<file path="src/rtl/vm1_bus_pkg.sv">
`default_nettype none
// ============================================================================
// Module   : vm1_bus_pkg
// Purpose  : Shared definitions for the 1801VM1 MPI/Q-bus mastership logic:
//            arbiter state encodings, default bus timeouts, and a counter
//            width helper.
// Revision : 1.0 - initial release
// ============================================================================
package vm1_bus_pkg;

  // Arbiter states; encodings are visible on the debug/test bus.
  typedef enum logic [2:0] {
    S_CPU     = 3'd0,
    S_DRAIN   = 3'd1,
    S_OFFER   = 3'd2,
    S_DMA     = 3'd3,
    S_RELEASE = 3'd4
  } bus_state_t;

  // Default timing, shared with the CPU bus interface (units: ce ticks).
  localparam int unsigned C_BUS_TIMEOUT_DEF   = 63;
  localparam int unsigned C_OFFER_TIMEOUT_DEF = 15;
  localparam int unsigned C_CPU_GAP_DEF       = 2;

  // Bits needed to hold 0..max_val; never less than one bit so that a
  // zero-valued parameter still yields a legal vector.
  function automatic int unsigned cnt_width(input int unsigned max_val);
    int unsigned w;
    w = $clog2(max_val + 1);
    return (w < 1) ? 1 : w;
  endfunction

endpackage
`default_nettype wire

</file>
<file path="src/rtl/bus_watchdog.sv">
`default_nettype none
// ============================================================================
// Module   : bus_watchdog
// Purpose  : No-reply watchdog. Counts ce ticks while SYNC is high without
//            RPLY and emits a single one-ce-tick pulse when the count
//            reaches BUS_TIMEOUT. The count then saturates until SYNC drops
//            or RPLY arrives.
// Revision : 1.0 - initial release
// ============================================================================
module bus_watchdog #(
  parameter int unsigned BUS_TIMEOUT = vm1_bus_pkg::C_BUS_TIMEOUT_DEF
) (
  input  logic clk,
  input  logic reset_n,
  input  logic ce,
  input  logic sync,
  input  logic rply,
  output logic timeout
);

  import vm1_bus_pkg::*;

  localparam int unsigned CW = cnt_width(BUS_TIMEOUT);
  localparam logic [CW-1:0] C_LIMIT = CW'(BUS_TIMEOUT);
  localparam logic [CW-1:0] C_PRE   = CW'((BUS_TIMEOUT == 0) ? 0 : BUS_TIMEOUT - 1);

  logic [CW-1:0] r_cnt;
  logic          r_pulse;

  // Stall counter with saturation; pulse is raised on the tick the count lands on the limit.
  always_ff @(posedge clk or negedge reset_n) begin
    if (!reset_n) begin
      r_cnt   <= '0;
      r_pulse <= 1'b0;
    end else if (ce) begin
      r_pulse <= 1'b0;
      if (!sync || rply) begin
        r_cnt <= '0;
      end else if (r_cnt != C_LIMIT) begin
        r_cnt <= r_cnt + CW'(1);
        if (r_cnt == C_PRE) begin
          r_pulse <= 1'b1;
        end
      end
    end
  end

  assign timeout = r_pulse;

endmodule
`default_nettype wire

</file>
<file path="src/rtl/qbus_arbiter.sv">
`default_nettype none
// ============================================================================
// Module   : qbus_arbiter
// Purpose  : Q-bus mastership controller. Runs the DMR -> DMGO -> SACK
//            handshake with one external DMA master, holds off the CPU bus
//            interface while DMA owns the bus, guarantees the CPU a short
//            window after each DMA tenure, and routes the no-reply watchdog
//            error to whichever master holds SYNC.
// Revision : 1.0 - initial release
// ============================================================================
module qbus_arbiter #(
  parameter int unsigned BUS_TIMEOUT   = vm1_bus_pkg::C_BUS_TIMEOUT_DEF,
  parameter int unsigned OFFER_TIMEOUT = vm1_bus_pkg::C_OFFER_TIMEOUT_DEF,
  parameter int unsigned CPU_GAP       = vm1_bus_pkg::C_CPU_GAP_DEF
) (
  input  logic       clk,
  input  logic       reset_n,
  input  logic       ce,
  input  logic       cpu_sync,
  input  logic       bus_rply,
  input  logic       dmr_i,
  input  logic       sack_i,
  input  logic       dma_sync,
  output logic       dmgo_o,
  output logic       cpu_hold_o,
  output logic       dma_owner_o,
  output logic       cpu_err_o,
  output logic       dma_err_o,
  output logic [2:0] state_o
);

  import vm1_bus_pkg::*;

  localparam int unsigned OW = cnt_width(OFFER_TIMEOUT);
  localparam int unsigned GW = cnt_width(CPU_GAP);

  // Offer counter value on the last tick DMGO may remain asserted.
  localparam logic [OW-1:0] C_OFFER_LAST = OW'((OFFER_TIMEOUT == 0) ? 0 : OFFER_TIMEOUT - 1);
  localparam logic [GW-1:0] C_GAP_LOAD   = GW'(CPU_GAP);

  bus_state_t    r_state;
  bus_state_t    w_next;
  logic [OW-1:0] r_offer_cnt;
  logic [GW-1:0] r_gap;
  logic          w_gap_load;
  logic          w_offer_to;
  logic          w_mon_sync;
  logic          w_wd_pulse;
  logic          r_err_dma;

  assign w_offer_to = (r_offer_cnt == C_OFFER_LAST);

  // State register; async reset drops DMGO and hold at once.
  always_ff @(posedge clk or negedge reset_n) begin
    if (!reset_n) begin
      r_state <= S_CPU;
    end else if (ce) begin
      r_state <= w_next;
    end
  end

  // Next-state and Moore outputs.
  always_comb begin
    w_next      = r_state;
    w_gap_load  = 1'b0;
    dmgo_o      = 1'b0;
    cpu_hold_o  = 1'b0;
    dma_owner_o = 1'b0;
    case (r_state)
      S_CPU: begin
        // A stray SACK with no offer outstanding is deliberately ignored here.
        if (dmr_i && (r_gap == '0)) begin
          w_next = cpu_sync ? S_DRAIN : S_OFFER;
        end
      end
      S_DRAIN: begin
        cpu_hold_o = 1'b1;
        if (!dmr_i) begin
          w_next = S_CPU;
        end else if (!cpu_sync) begin
          w_next = S_OFFER;
        end
      end
      S_OFFER: begin
        cpu_hold_o = 1'b1;
        dmgo_o     = 1'b1;
        // SACK takes priority over a coincident offer timeout.
        if (sack_i) begin
          w_next = S_DMA;
        end else if (!dmr_i || w_offer_to) begin
          w_next     = S_CPU;
          w_gap_load = 1'b1;
        end
      end
      S_DMA: begin
        cpu_hold_o  = 1'b1;
        dma_owner_o = 1'b1;
        // The DMA master keeps the bus until both SACK and its SYNC are gone.
        if (!sack_i && !dma_sync) begin
          w_next = S_RELEASE;
        end
      end
      S_RELEASE: begin
        w_gap_load = 1'b1;
        w_next     = S_CPU;
      end
      default: begin
        w_next = S_CPU;
      end
    endcase
  end

  // Offer counter: runs only while DMGO is up, restarts on every new offer.
  always_ff @(posedge clk or negedge reset_n) begin
    if (!reset_n) begin
      r_offer_cnt <= '0;
    end else if (r_state != S_OFFER) begin
      r_offer_cnt <= '0;
    end else if (ce && !w_offer_to) begin
      r_offer_cnt <= r_offer_cnt + OW'(1);
    end
  end

  // CPU window counter: suppresses DMR arbitration while nonzero.
  always_ff @(posedge clk or negedge reset_n) begin
    if (!reset_n) begin
      r_gap <= '0;
    end else if (ce) begin
      if (w_gap_load) begin
        r_gap <= C_GAP_LOAD;
      end else if (r_gap != '0) begin
        r_gap <= r_gap - GW'(1);
      end
    end
  end

  assign w_mon_sync = dma_owner_o ? dma_sync : cpu_sync;

  bus_watchdog #(
    .BUS_TIMEOUT (BUS_TIMEOUT)
  ) u_watchdog (
    .clk     (clk),
    .reset_n (reset_n),
    .ce      (ce),
    .sync    (w_mon_sync),
    .rply    (bus_rply),
    .timeout (w_wd_pulse)
  );

  // Owner captured on the same ce edge the watchdog registers its pulse.
  always_ff @(posedge clk or negedge reset_n) begin
    if (!reset_n) begin
      r_err_dma <= 1'b0;
    end else if (ce) begin
      r_err_dma <= dma_owner_o;
    end
  end

  assign cpu_err_o = w_wd_pulse & ~r_err_dma;
  assign dma_err_o = w_wd_pulse &  r_err_dma;
  assign state_o   = r_state;

endmodule
`default_nettype wire

</file>
<file path="config.mk">
export PLATFORM = sky130hd
export DESIGN_NAME = qbus_arbiter
export DESIGN_NICKNAME = d
export VERILOG_FILES = /design/src/rtl/vm1_bus_pkg.sv /design/src/rtl/bus_watchdog.sv /design/src/rtl/qbus_arbiter.sv
export SDC_FILE = /design/constraint.sdc
export NUM_CORES = 1
export LEC_CHECK = 0
export CAP_MARGIN = 20
export CORE_MARGIN = 4
export CORE_UTILIZATION = 50
export CTS_CLUSTER_SIZE = 40
export DETAILED_ROUTE_END_ITERATION = 6
export PLACE_DENSITY = 0.74
export SETUP_SLACK_MARGIN = 0.4
export SKIP_LAST_GASP = 1
export SYNTH_ARGS = -nofsm -noshare
export SYNTH_HDL_FRONTEND = slang
export SYNTH_HIERARCHICAL = 1
export SYNTH_SLANG_ARGS = --single-unit
export TNS_END_PERCENT = 100
</file>
<file path="constraint.sdc">
create_clock -name clk -period 2.8 [get_ports clk]
set_input_delay 0.56 -clock clk [delete_from_list [all_inputs] [get_ports clk]]
set_output_delay 0.56 -clock clk [all_outputs]
set_load 0.02 [all_outputs]
</file>
# Word level (Yosys, flattened, before mapping)
# Index checks and enable logic that the tools add are counted.
[classes]
n_addsub = 3
mul = 0
div = 0
magnitude_cmp = 0
n_eq_ne = 12
shift = 0
muxes = 24
bitwise_logic = 3
n_reduce_logical = 20
[op_table]
columns = ["operator", "count"]
rows = [
  ["2-to-1 mux 3 bit", 6],
  ["2-to-1 mux 6 bit", 2],
  ["case mux 3 bit (4 select lines)", 1],
  ["2-to-1 mux 1 bit", 9],
  ["2-to-1 mux 4 bit", 2],
  ["nonzero test 2 bit", 4],
  ["adder 6 x 1 -> 6 bit (second input constant)", 1],
  ["equality test 3 x 2 -> 1 bit (second input constant)", 2],
  ["equality test 6 bit (second input constant)", 1],
  ["2-to-1 mux 2 bit", 3],
  ["!= test 3 bit (second input constant)", 2],
  ["!= test 6 bit (second input constant)", 1],
  ["zero test 1 bit", 5],
  ["AND reduction 5 bit", 1],
  ["adder 4 x 1 -> 4 bit (second input constant)", 1],
  ["equality test 4 bit (second input constant)", 1],
  ["!= test 2 bit (second input constant)", 2],
  ["AND reduction 2 bit", 2],
  ["equality test 3 x 1 -> 1 bit (second input constant)", 1],
  ["equality test 3 bit (second input constant)", 1],
  ["logical AND 1 bit", 3],
  ["zero test 3 bit", 1],
  ["!= test 3 x 2 -> 1 bit (second input constant)", 1],
  ["OR reduction 3 bit", 1],
  ["6 further kinds", 8],
]
[totals]
ff_bits = 17
latchBits = 0
mem_bits_rw = 0
romBits = 0
in_bits = 8
output_inout_bits = 8
word_cells = 68
mem_count = 0

# Longest topological paths before layout
# Gate-level depths: netlist of the first run.
[depth]
word_depth = 7
ltp_mapped = 8
depth_no_buf = 7

# Hierarchy
# The synthesis of the first run kept the hierarchy.
[modules_own_cells]
columns = ["mod", "instances", "cells_per_inst", "area_per_inst_um2", "seq_area_each_um2"]
rows = [
  ["qbus_arbiter", 1, 75, 643.1, 250.2],
  ["bus_watchdog", 1, 43, 419.2, 175.2],
]

# Worst setup path after synthesis of the first run
# OpenSTA, ideal clock, no wires.
[synth_timing]
path_kind = "flip-flop to output port"
start = "register r_state[2] (netlist: state_o[2])"
end = "output dmgo_o"
t_arrival_ns = 1.273
required_ns = 2.240
setup_slack_ns = 0.967
path_stages_with_launch = 5
n_path_buf = 2
cell_sequence = "dfrtp_1 > buf_2 > or3b_1 > clkbuf_1 > inv_1"
[synth_via]
elab_chain_cells = 2
[synth_lines]
columns = ["element", "line", "rtl"]
rows = [
  ["from (decl)", "qbus_arbiter.sv:41", "bus_state_t r_state;"],
  ["from (signal assigned)", "qbus_arbiter.sv:58", "r_state <= w_next;"],
  ["equality test 3 x 2 -> 1 bit", "qbus_arbiter.sv:69", "case (r_state)"],
  ["2-to-1 mux 1 bit", "qbus_arbiter.sv:69", ""],
  ["to (decl)", "qbus_arbiter.sv:24", "output logic dmgo_o,"],
]
# Every way passes these cells.

# Final worst setup path of the first run
[layout_timing]
start = "register r_state[0] (netlist: state_o[0])"
end = "output cpu_hold_o"
[layout_via]
elab_chain_cells = 3
elab_cells_between_ends = 5
[layout_lines]
columns = ["element", "line", "rtl"]
rows = [
  ["equality test 3 x 2 -> 1 bit / equality test 3 x 1 -> 1 bit (equally long branches)", "qbus_arbiter.sv:69", ""],
  ["OR reduction 3 bit (no source line) *", "--", ""],
  ["2-to-1 mux 1 bit *", "qbus_arbiter.sv:69", ""],
  ["to (decl)", "qbus_arbiter.sv:25", "output logic cpu_hold_o,"],
]
# Mark *: on every way between the ends. The rest lies on a longest branch, timed or not.

==> results of run 1 <==
-- worst max-delay path, stage by stage (launching register included) --
cell and delay (ns):
dfrtp_2 0.46, inv_1 0.11, a21oi_1 0.18, clkdlybuf4s50_1 0.63
-- worst min path at each step --
stage,depth (start not counted),end,from
floorplan,0,r_err_dma$_DFFE_PN0P_,reset_n
global placement,2,r_gap[1]$_DFFE_PN0P_,r_gap[1]$_DFFE_PN0P_
detailed placement,2,r_gap[1]$_DFFE_PN0P_,r_gap[1]$_DFFE_PN0P_
CTS,2,r_gap[1]$_DFFE_PN0P_,r_gap[1]$_DFFE_PN0P_
global route,2,r_gap[1]$_DFFE_PN0P_,r_gap[1]$_DFFE_PN0P_
finish,2,r_gap[1]$_DFFE_PN0P_,r_gap[1]$_DFFE_PN0P_
-- cell usage in the layout (no fill, tap or decap), types with 4 or more instances in the layout --
cell	Yosys	routed
nand2_1	13	13
clkdlybuf4s50_1	0	13
nor2_1	7	7
a21oi_1	6	6
ha_1	5	5
dfrtp_1	17	14
nand3_1	4	4
inv_1	12	12
-- per-stage QoR --
step                      cells  instance area [um2]  utilization  hold slack [ns]  power [mW]
after global routing        160                 1260        0.636            0.547       0.898
after detailed placement    156                 1230        0.619            0.485       0.700
after floorplan             118                 1060            -            0.264       0.578
final                       160                 1260        0.636            0.515       0.828
after CTS                   160                 1260        0.635            0.508       0.837
after global placement      156                 1230        0.619            0.475       0.688
-- layout make-up --
| cell class | count | area, um2 |
|---|---|---|
| clock buffer | 4 | 26.3 |
| fill | 170 | 721 |
| inverter | 12 | 45.0 |
| multi-input combinational | 84 | 568 |
| sequential | 17 | 429 |
| tap | 27 | 33.8 |
| timing repair buffer | 16 | 159 |
-- routing by layer --
metal,routed length [um],GRT usage
met3,118,0.0332
met1,1030,0.248
met4,36,0.0747
met2,999,0.250
met5,0,0
-- power by group through the flow --
stage	Clock [mW]	Combinational (mW)	Sequential, mW
2_1_floorplan	0	0.235	0.343
3_3_place_gp	0	0.346	0.342
3_5_place_dp	0	0.353	0.347
4_1_cts	0.137	0.355	0.345
5_1_grt	0.150	0.393	0.354
6_report	0.131	0.351	0.346
-- kinds of logic (layout without fill, tap and decap cells) --
| group | Yosys count | after routing | share of synthesized area |
|---|---|---|---|
| AO/OA/AOI/OAI | 27 | 27 | 0.190 |
| XOR/XNOR | 4 | 4 | 0.0330 |
| adder cells (fa/ha/maj) | 5 | 5 | 0.0589 |
| buffers and inverters | 17 | 32 | 0.0671 |
| flip-flops | 17 | 17 | 0.400 |
| multiplexers | 2 | 2 | 0.0188 |
| AND/OR/NAND/NOR | 46 | 46 | 0.232 |
-- flip-flops by register name, summed over array words and instances (netlist names) --
| signal | flops |
|---|---|
| r_err_dma | 1 |
| r_gap | 2 |
| r_offer_cnt | 4 |
| state_o | 3 |
| u_watchdog/r_cnt | 6 |
| u_watchdog/timeout | 1 |
-- timing repair --
| item | in CTS | in global routing |
|---|---|---|
| resized for setup | 5 | 1 |
| setup endpoints to repair | 1 | 1 |
| pin swaps | 0 | 0 |
==> impl_metrics.py, run 1 <==
metrics = {
    "setup_path": {
        "worstPathMaxFanout": 9,
        "worstSetupEndpoint": "cpu_hold_o",
        "crit_start": "state_o[0]$_DFFE_PN0P_",
        "r2r-end": "r_gap[0]$_DFFE_PN0P_",
        "path_class": "flop to primary output",
        "crit_required_ns": 2.24,
        "ff2ff_setup_slack_ns": 1.15,
        "r2r_cells": 6,
        "reg2reg_from": "r_offer_cnt[0]$_DFFE_PN0P_",
        "cp-end-kind": "primary output",
        "arrival_ns": 1.66,
        "worstSetupStartpointType": "flop",
    },
    "timing": {
        "worst_pin_slew_ns": 0.754,
        "period_needed_ns": 2.22,
        "rsz0062_at_grt": "no",
        "period_share": 0.794,
        "finalSetupTns_ns": 0,
        "fmax_mhz": 450,
        "worst_slack_ns": 0.576,
        "finClkSkew_ns": 0.000666,
        "hold_violations": 0,
        "relSlewSlack": 0.496,
        "slew_violations": 0,
        "setup_viol": 0,
    },
    "final_layout": {
        "final_layout_size_suffix_gt1_frac": 0.0902,
        "diodes": 0,
        "areaGrowthSynthToFinish_pct": 18.7,
        "final_nets": 147,
    },
    "power_and_ir_drop": {
        "peakVddDrop_uv": 497,
        "p_sw_mw": 0.310,
        "power_frac_comb": 0.424,
        "power_frac_seq": 0.418,
        "p_per_area_nw_per_um2": 656,
        "internal_power_mw": 0.517,
        "swShare": 0.375,
        "clock_power_share": 0.158,
        "leakage_nw": 0.568,
    },
    "synthesis": {
        "synthesis.nets": 131,
        "synth_top_cell_by_area": "dfrtp_1",
        "yosys_warnings": 6,
        "yosysMostFrequentCell": "dfrtp_1",
        "synth_cells": 118,
        "synth_area_leaders": "dfrtp_1, ha_1, nand2_1, inv_1, a21oi_1",
        "seq_area_frac_synth": 0.400,
        "ys_ff_latch": 17,
        "synth-edff-count": 0,
        "synthFlopType": "dfrtp_1",
        "synthTopCellsByCount": "dfrtp_1, nand2_1, inv_1",
        "mappedNetlistArea_um2": 1060,
        "avgSynthCellArea_um2": 9.00,
        "synthArstFlopShare": 1.00,
        "synthDistinctLibCells": 44,
        "yosys.area.top_type_share": 0.400,
    },
    "global_routing": {
        "grt_pass1_vias": 777,
        "grt-ovfl-total": 0,
        "grt_usage": 0.173,
        "grt_antenna_before_repair": 0,
        "grt_pass1_wl_um": 3560,
        "grt_max_degree": 19,
    },
    "place": {
        "gp_congestion": 0.957,
        "numPortBuffers": 15,
        "dpl.hpwl_um": 1630,
        "pre_cts_slack_ns": 0.607,
    },
    "clocking": {
        "ctsHoldBuffers": 0,
        "cts_buffer_depth": 2,
        "cts.sinks": 17,
        "cts_buffers": 3,
        "post-cts-setup-buffer-count": 0,
        "tritoncts": "built",
        "clockRootBuffer": "clkbuf_4",
        "cts_htree_levels": 1,
        "clk_latency_ns": 0.28,
        "path_clk_slew_ns": 0.10,
    },
    "die": {
        "rows": 16,
        "start_util": 0.536,
        "ioPinCount": 16,
        "design.die.area_um2": 2930,
        "die_w_um": 54.1,
        "core_um2": 1980,
        "die_h_um": 54.1,
    },
    "route": {
        "ant_nets": 0,
        "first_pass_iters": 4,
        "wl_per_cell_um": 13.6,
        "drc": 0,
        "route.vias.total": 909,
        "routed_via_density": 5.68,
        "drtIter0Drc": 24,
        "wirelength_um": 2180,
    },
    "outcome": {
        "status": "complete, no violations",
    },
    "job": {
        "maxCapViolations": 0,
    },
    "hold_path": {
        "hold_path_class": "flop to flop",
    },
}
Note: power is estimated with default switching activity, not from simulation.
==> inputs of run 2 (changes only) <==
--- a/config.mk
+++ b/config.mk
@@ -7,10 +7,10 @@
 export LEC_CHECK = 0
 export CAP_MARGIN = 20
 export CORE_MARGIN = 4
-export CORE_UTILIZATION = 50
+export CORE_UTILIZATION = 47
 export CTS_CLUSTER_SIZE = 40
 export DETAILED_ROUTE_END_ITERATION = 6
-export PLACE_DENSITY = 0.74
+export PLACE_DENSITY = 0.73
 export SETUP_SLACK_MARGIN = 0.4
 export SKIP_LAST_GASP = 1
 export SYNTH_ARGS = -nofsm -noshare
==> constraint.sdc (replaced) <==
create_clock -name clk -period 1.86 [get_ports clk]
set_input_delay 0.372 -clock clk [delete_from_list [all_inputs] [get_ports clk]]
set_output_delay 0.372 -clock clk [all_outputs]
set_load 0.02 [all_outputs]
==> run 2 against run 1 <==
Against the previous run: cell count up 15%; via count up 18%; clock skew rose by 0.019 ns; die area rose by 5.4%; combinational power grew to 2.8 times the previous value; utilization increased by 16 points; first-iteration DRC count grew to 3.5 times the previous value; critical path type unchanged.
==> impl_metrics.py, run 2 (synthesis gave the netlist of run 1 again) <==
metrics = {
    "place": {
        "dpl_cell_area_um2": 1340,
        "dpl.hpwl_um": 1760,
        "dp.cells": 168,
        "numPortBuffers": 15,
        "pre_cts_slack_ns": 0.0466,
        "gp_congestion": 0.899,
    },
    "setup_path": {
        "worstPathMaxFanout": 4,
        "crit_required_ns": 1.49,
        "cp-end-kind": "primary output",
        "path_class": "flop to primary output",
        "r2r_cells": 8,
        "arrival_ns": 1.34,
        "worstSetupStartpointType": "flop",
    },
    "route": {
        "routed_via_density": 5.82,
        "wl_per_cell_um": 17.6,
        "ant_nets": 0,
        "wirelength_um": 3230,
        "first_pass_iters": 4,
        "drc": 0,
        "route.vias.total": 1071,
        "drtIter0Drc": 83,
    },
    "job": {
        "maxCapViolations": 0,
    },
    "timing": {
        "relSlewSlack": 0.743,
        "setup_viol": 0,
        "period_share": 0.920,
        "hold_violations": 0,
        "finClkSkew_ns": 0.0193,
        "period_needed_ns": 1.71,
        "finalSetupTns_ns": 0,
        "slew_violations": 0,
        "fmax_mhz": 585,
        "rsz0062_at_grt": "yes",
        "worst_pin_slew_ns": 0.380,
        "worst_slack_ns": 0.150,
    },
    "global_routing": {
        "grt_antenna_before_repair": 0,
        "grt_max_degree": 18,
        "grt-ovfl-total": 0,
        "grt_usage": 0.169,
        "grt_pass1_vias": 893,
        "grt_pass1_wl_um": 4120,
    },
    "power_and_ir_drop": {
        "power_mw": 1.69,
        "leakage_nw": 0.721,
        "peakVddDrop_uv": 885,
        "p_per_area_nw_per_um2": 1030,
    },
    "final_layout": {
        "design_area_um2": 1640,
        "final_layout_size_suffix_gt1_frac": 0.471,
        "multiInputGateArea_um2": 731,
        "num-fill-cells": 121,
        "final-seq-area_um2": 429,
        "layout_common_cells": "buf_4, dfrtp_1, nand2_1",
        "diodes": 0,
        "largest_reg_flops": 6,
        "top_register": "u_watchdog/r_cnt",
        "final_nets": 171,
        "final_common_cell": "buf_4",
        "finalNonFillerCells": 184,
        "areaGrowthSynthToFinish_pct": 54.3,
    },
    "die": {
        "design.die.area_um2": 3080,
        "ioPinCount": 16,
        "rows": 16,
        "start_util": 0.515,
        "core_um2": 2060,
        "die_w_um": 55.5,
        "die_h_um": 55.5,
    },
    "clocking": {
        "path_clk_slew_ns": 0.12,
        "cts.sinks": 17,
        "clockRootBuffer": "clkbuf_4",
        "clk_latency_ns": 0.31,
        "cts_htree_levels": 1,
        "ctsHoldBuffers": 0,
        "tritoncts": "built",
        "cts_buffer_depth": 2,
        "cts_buffers": 3,
    },
    "hold_path": {
        "hold_path_class": "primary input to async pin",
    },
    "outcome": {
        "status": "complete, no violations",
    },
}
run 2: cell count changes in the layout (fill, tap and decap cells not counted), sizes merged:
cell,before,now
dlygate4sd2,1,0
clkdlybuf4s50,13,7
buf,1,33
dlymetal6s2s,1,0
clkbuf,4,3
clkinv,0,1
run 2: critical path, stage by stage, from the launching register on:
cell and delay (ns):
dfrtp_2 0.43, buf_6 0.14, nand3b_1 0.21, inv_2 0.12
buf_6 0.12
run 2: through the flow:
step                hold WS (ns)   util
floorplan                 0.0764      -
global placement           0.469  0.648
detailed placement         0.494  0.648
CTS                        0.373  0.684
global route               0.386  0.795
finish                     0.369  0.795
run 2: worst paths after layout:
check | from | endpoint | slack (ns)
setup / recovery | state_o[2]$_DFFE_PN0P_ | dma_owner_o | 0.15
hold / removal | reset_n | state_o[1]$_DFFE_PN0P_ | 0.37
setup reg to reg | state_o[2]$_DFFE_PN0P_ | u_watchdog/r_cnt[4]$_DFFE_PN0P_ | 0.21
hold reg to reg | r_gap[1]$_DFFE_PN0P_ | r_gap[1]$_DFFE_PN0P_ | 0.52
max in group asynchronous | reset_n | u_watchdog/r_cnt[3]$_DFFE_PN0P_ | 1.28
min in group clk | r_gap[1]$_DFFE_PN0P_ | r_gap[1]$_DFFE_PN0P_ | 0.52
run 2: power by group:
group / total (mW) / internal [mW] / switching (mW)
Clock: 0.211 / 0.0803 / 0.131
Sequential: 0.490 / 0.438 / 0.0517
Combinational: 0.994 / 0.503 / 0.491
run 2: metal layers:
| metal | global-route usage | share of wire |
|---|---|---|
| met5 | 0 | 0 |
| met4 | 0.0938 | 0.016 |
| met3 | 0.0513 | 0.069 |
| met2 | 0.231 | 0.47 |
| met1 | 0.234 | 0.45 |
run 2: final cells by class:
cell class                      instances  area share
Clock inverter                          1     0.00305
Inverter                               12      0.0336
Tap cell                               27      0.0206
Timing Repair Buffer                   40       0.221
Clock buffer                            3      0.0137
Multi-Input combinational cell         84       0.446
Sequential cell                        17       0.262
run 2: timing repair:
action / in CTS / in global routing
gates cloned: 0 / 0
resized for setup: 46 / 35
pin swaps: 4 / 11
endpoints found under the setup margin: 19 / 19
setup buffers: 4 / 8
==> inputs of run 3 (changes only) <==
==> constraint.sdc (replaced) <==
create_clock -name clk -period 1.86 [get_ports clk]
set_input_delay 0.186 -clock clk [delete_from_list [all_inputs] [get_ports clk]]
set_output_delay 0.186 -clock clk [all_outputs]
set_load 0.02 [all_outputs]
==> run 3 against run 2 <==
Against the previous run: utilization fell by 6.3 points; largest power group unchanged; highest routed layer unchanged; via count fell by 4.9%; power fell by 12%; wire length is 18% lower; sequential power fell by 2%; clock-buffer cell count stayed put; worst hold slack lost 0.16 ns; die area is the same.
==> impl_metrics.py, run 3 (synthesis gave the netlist of run 1 again) <==
metrics = {
    "outcome": {
        "status": "complete, no violations",
    },
    "clocking": {
        "cts_htree_levels": 1,
        "tritoncts": "built",
        "clk_latency_ns": 0.30,
        "cts_buffers": 3,
        "path_clk_slew_ns": 0.10,
        "ctsHoldBuffers": 0,
        "cts_buffer_depth": 2,
        "cts.sinks": 17,
        "clockRootBuffer": "clkbuf_4",
    },
    "timing": {
        "period_needed_ns": 1.61,
        "finalSetupTns_ns": 0,
        "rsz0062_at_grt": "yes",
        "hold_violations": 0,
        "fmax_mhz": 622,
        "slew_violations": 0,
        "relSlewSlack": 0.810,
        "fin_hold_ws_ns": 0.205,
        "period_share": 0.864,
        "setup_viol": 0,
        "worst_pin_slew_ns": 0.283,
        "finClkSkew_ns": 0.00121,
    },
    "route": {
        "drtIter0Drc": 12,
        "wl_per_cell_um": 15.0,
        "ant_nets": 0,
        "drc": 0,
        "route.vias.total": 1019,
        "wirelength_um": 2670,
        "routed_via_density": 5.72,
        "first_pass_iters": 4,
    },
    "die": {
        "ioPinCount": 16,
        "die_w_um": 55.5,
        "core_um2": 2060,
        "start_util": 0.515,
        "design.die.area_um2": 3080,
        "die_h_um": 55.5,
        "rows": 16,
    },
    "power_and_ir_drop": {
        "clock_power_share": 0.138,
        "leakage_nw": 0.683,
        "internal_power_mw": 0.908,
        "peakVddDrop_uv": 809,
        "p_sw_mw": 0.583,
        "swShare": 0.391,
        "power_frac_comb": 0.539,
        "power_frac_seq": 0.323,
        "p_per_area_nw_per_um2": 988,
    },
    "global_routing": {
        "grt_antenna_before_repair": 0,
        "grt_max_degree": 19,
        "grt-ovfl-total": 0,
        "grt_usage": 0.173,
        "grt_pass1_wl_um": 4370,
        "grt_pass1_vias": 1041,
    },
    "final_layout": {
        "largest_reg_flops": 6,
        "areaGrowthSynthToFinish_pct": 42.0,
        "final_layout_size_suffix_gt1_frac": 0.344,
        "top_register": "u_watchdog/r_cnt",
        "diodes": 0,
        "final_nets": 165,
        "final_common_cell": "buf_4",
        "layout_common_cells": "buf_4, dfrtp_1, nand2_1",
    },
    "setup_path": {
        "timing.critical_path.mode_cell": "buf_6",
        "arrival_ns": 1.42,
        "cp-end-kind": "primary output",
        "crit_buf_inv": 5,
        "worstSetupStartpointType": "flop",
        "worstPathMaxFanout": 4,
        "crit_chain": "buf_6, nand3b_1, inv_2, buf_6, buf_6, buf_6",
        "cp_top_family": "buffers and inverters",
        "cp_slowest_cell": "dfrtp_2",
        "crit_path_max_incr_delay_ns": 0.44,
        "crit_required_ns": 1.67,
        "path_class": "flop to primary output",
    },
    "hold_path": {
        "hold_path_class": "primary input to async pin",
    },
    "place": {
        "numPortBuffers": 15,
        "gp_congestion": 0.861,
        "dpl.hpwl_um": 1700,
    },
    "job": {
        "maxCapViolations": 0,
    },
}
## run 3: changes by cell type in the layout (fill, tap and decap cells not counted), sizes merged
cell	previous run	this run
buf	33	22
dlygate4sd2	0	5
clkinvlp	0	1
inv	12	11
## run 3: power by group through the flow
stage / logic, mW / registers, mW / clock network [mW]
2_1_floorplan: 0.378 / 0.523 / 0
3_3_place_gp: 0.607 / 0.502 / 0
3_5_place_dp: 0.622 / 0.504 / 0
4_1_cts: 0.681 / 0.480 / 0.211
5_1_grt: 0.875 / 0.491 / 0.223
6_report: 0.804 / 0.481 / 0.205
## run 3: final timing paths
path	depth (start not counted)	end	startpoint	slack (ns)
setup / recovery	6	dma_owner_o	state_o[2]$_DFFE_PN0P_	0.25
hold / removal	2	r_err_dma$_DFFE_PN0P_	reset_n	0.21
setup reg to reg	6	state_o[0]$_DFFE_PN0P_	state_o[2]$_DFFE_PN0P_	0.28
hold reg to reg	2	r_gap[1]$_DFFE_PN0P_	r_gap[1]$_DFFE_PN0P_	0.50
max in group asynchronous	2	state_o[1]$_DFFE_PN0P_	reset_n	1.45
min in group clk	2	r_gap[1]$_DFFE_PN0P_	r_gap[1]$_DFFE_PN0P_	0.50
## run 3: repair_timing
item                       4_1_cts  5_1_grt
setup endpoints to repair       19       16
setup buffers                    8        4
pin swaps                        8        4
gates resized for setup         25       19
## run 3: area by class of cell
cell class | instances | area [um2]
Timing Repair Buffer | 34 | 295
Clock inverter | 1 | 5.00
Tap cell | 27 | 33.8
Inverter | 12 | 48.8
Fill cell | 153 | 553
Sequential cell | 17 | 429
Multi-Input combinational cell | 84 | 674
Clock buffer | 3 | 22.5
## run 3: metal layers
layer / track usage / share of wire / vias to the layer above
met1: 0.218 / 0.43 / 497
met3: 0.0256 / 0.035 / 9
met4: 0.0833 / 0.020 / 0
met5: 0 / 0 / -
met2: 0.289 / 0.51 / 25
li1: - / - / 488
## run 3: through the flow
| stage | instance area, um2 | worst slack, ns | cells | power, mW | util |
|---|---|---|---|---|---|
| floorplan | 1100 | 0.260 | 118 | 0.901 | - |
| global placement | 1290 | 0.192 | 162 | 1.11 | 0.626 |
| detailed placement | 1290 | 0.174 | 162 | 1.13 | 0.626 |
| CTS | 1390 | 0.290 | 174 | 1.37 | 0.674 |
| global route | 1510 | 0.175 | 178 | 1.59 | 0.732 |
| finish | 1510 | 0.253 | 178 | 1.49 | 0.732 |
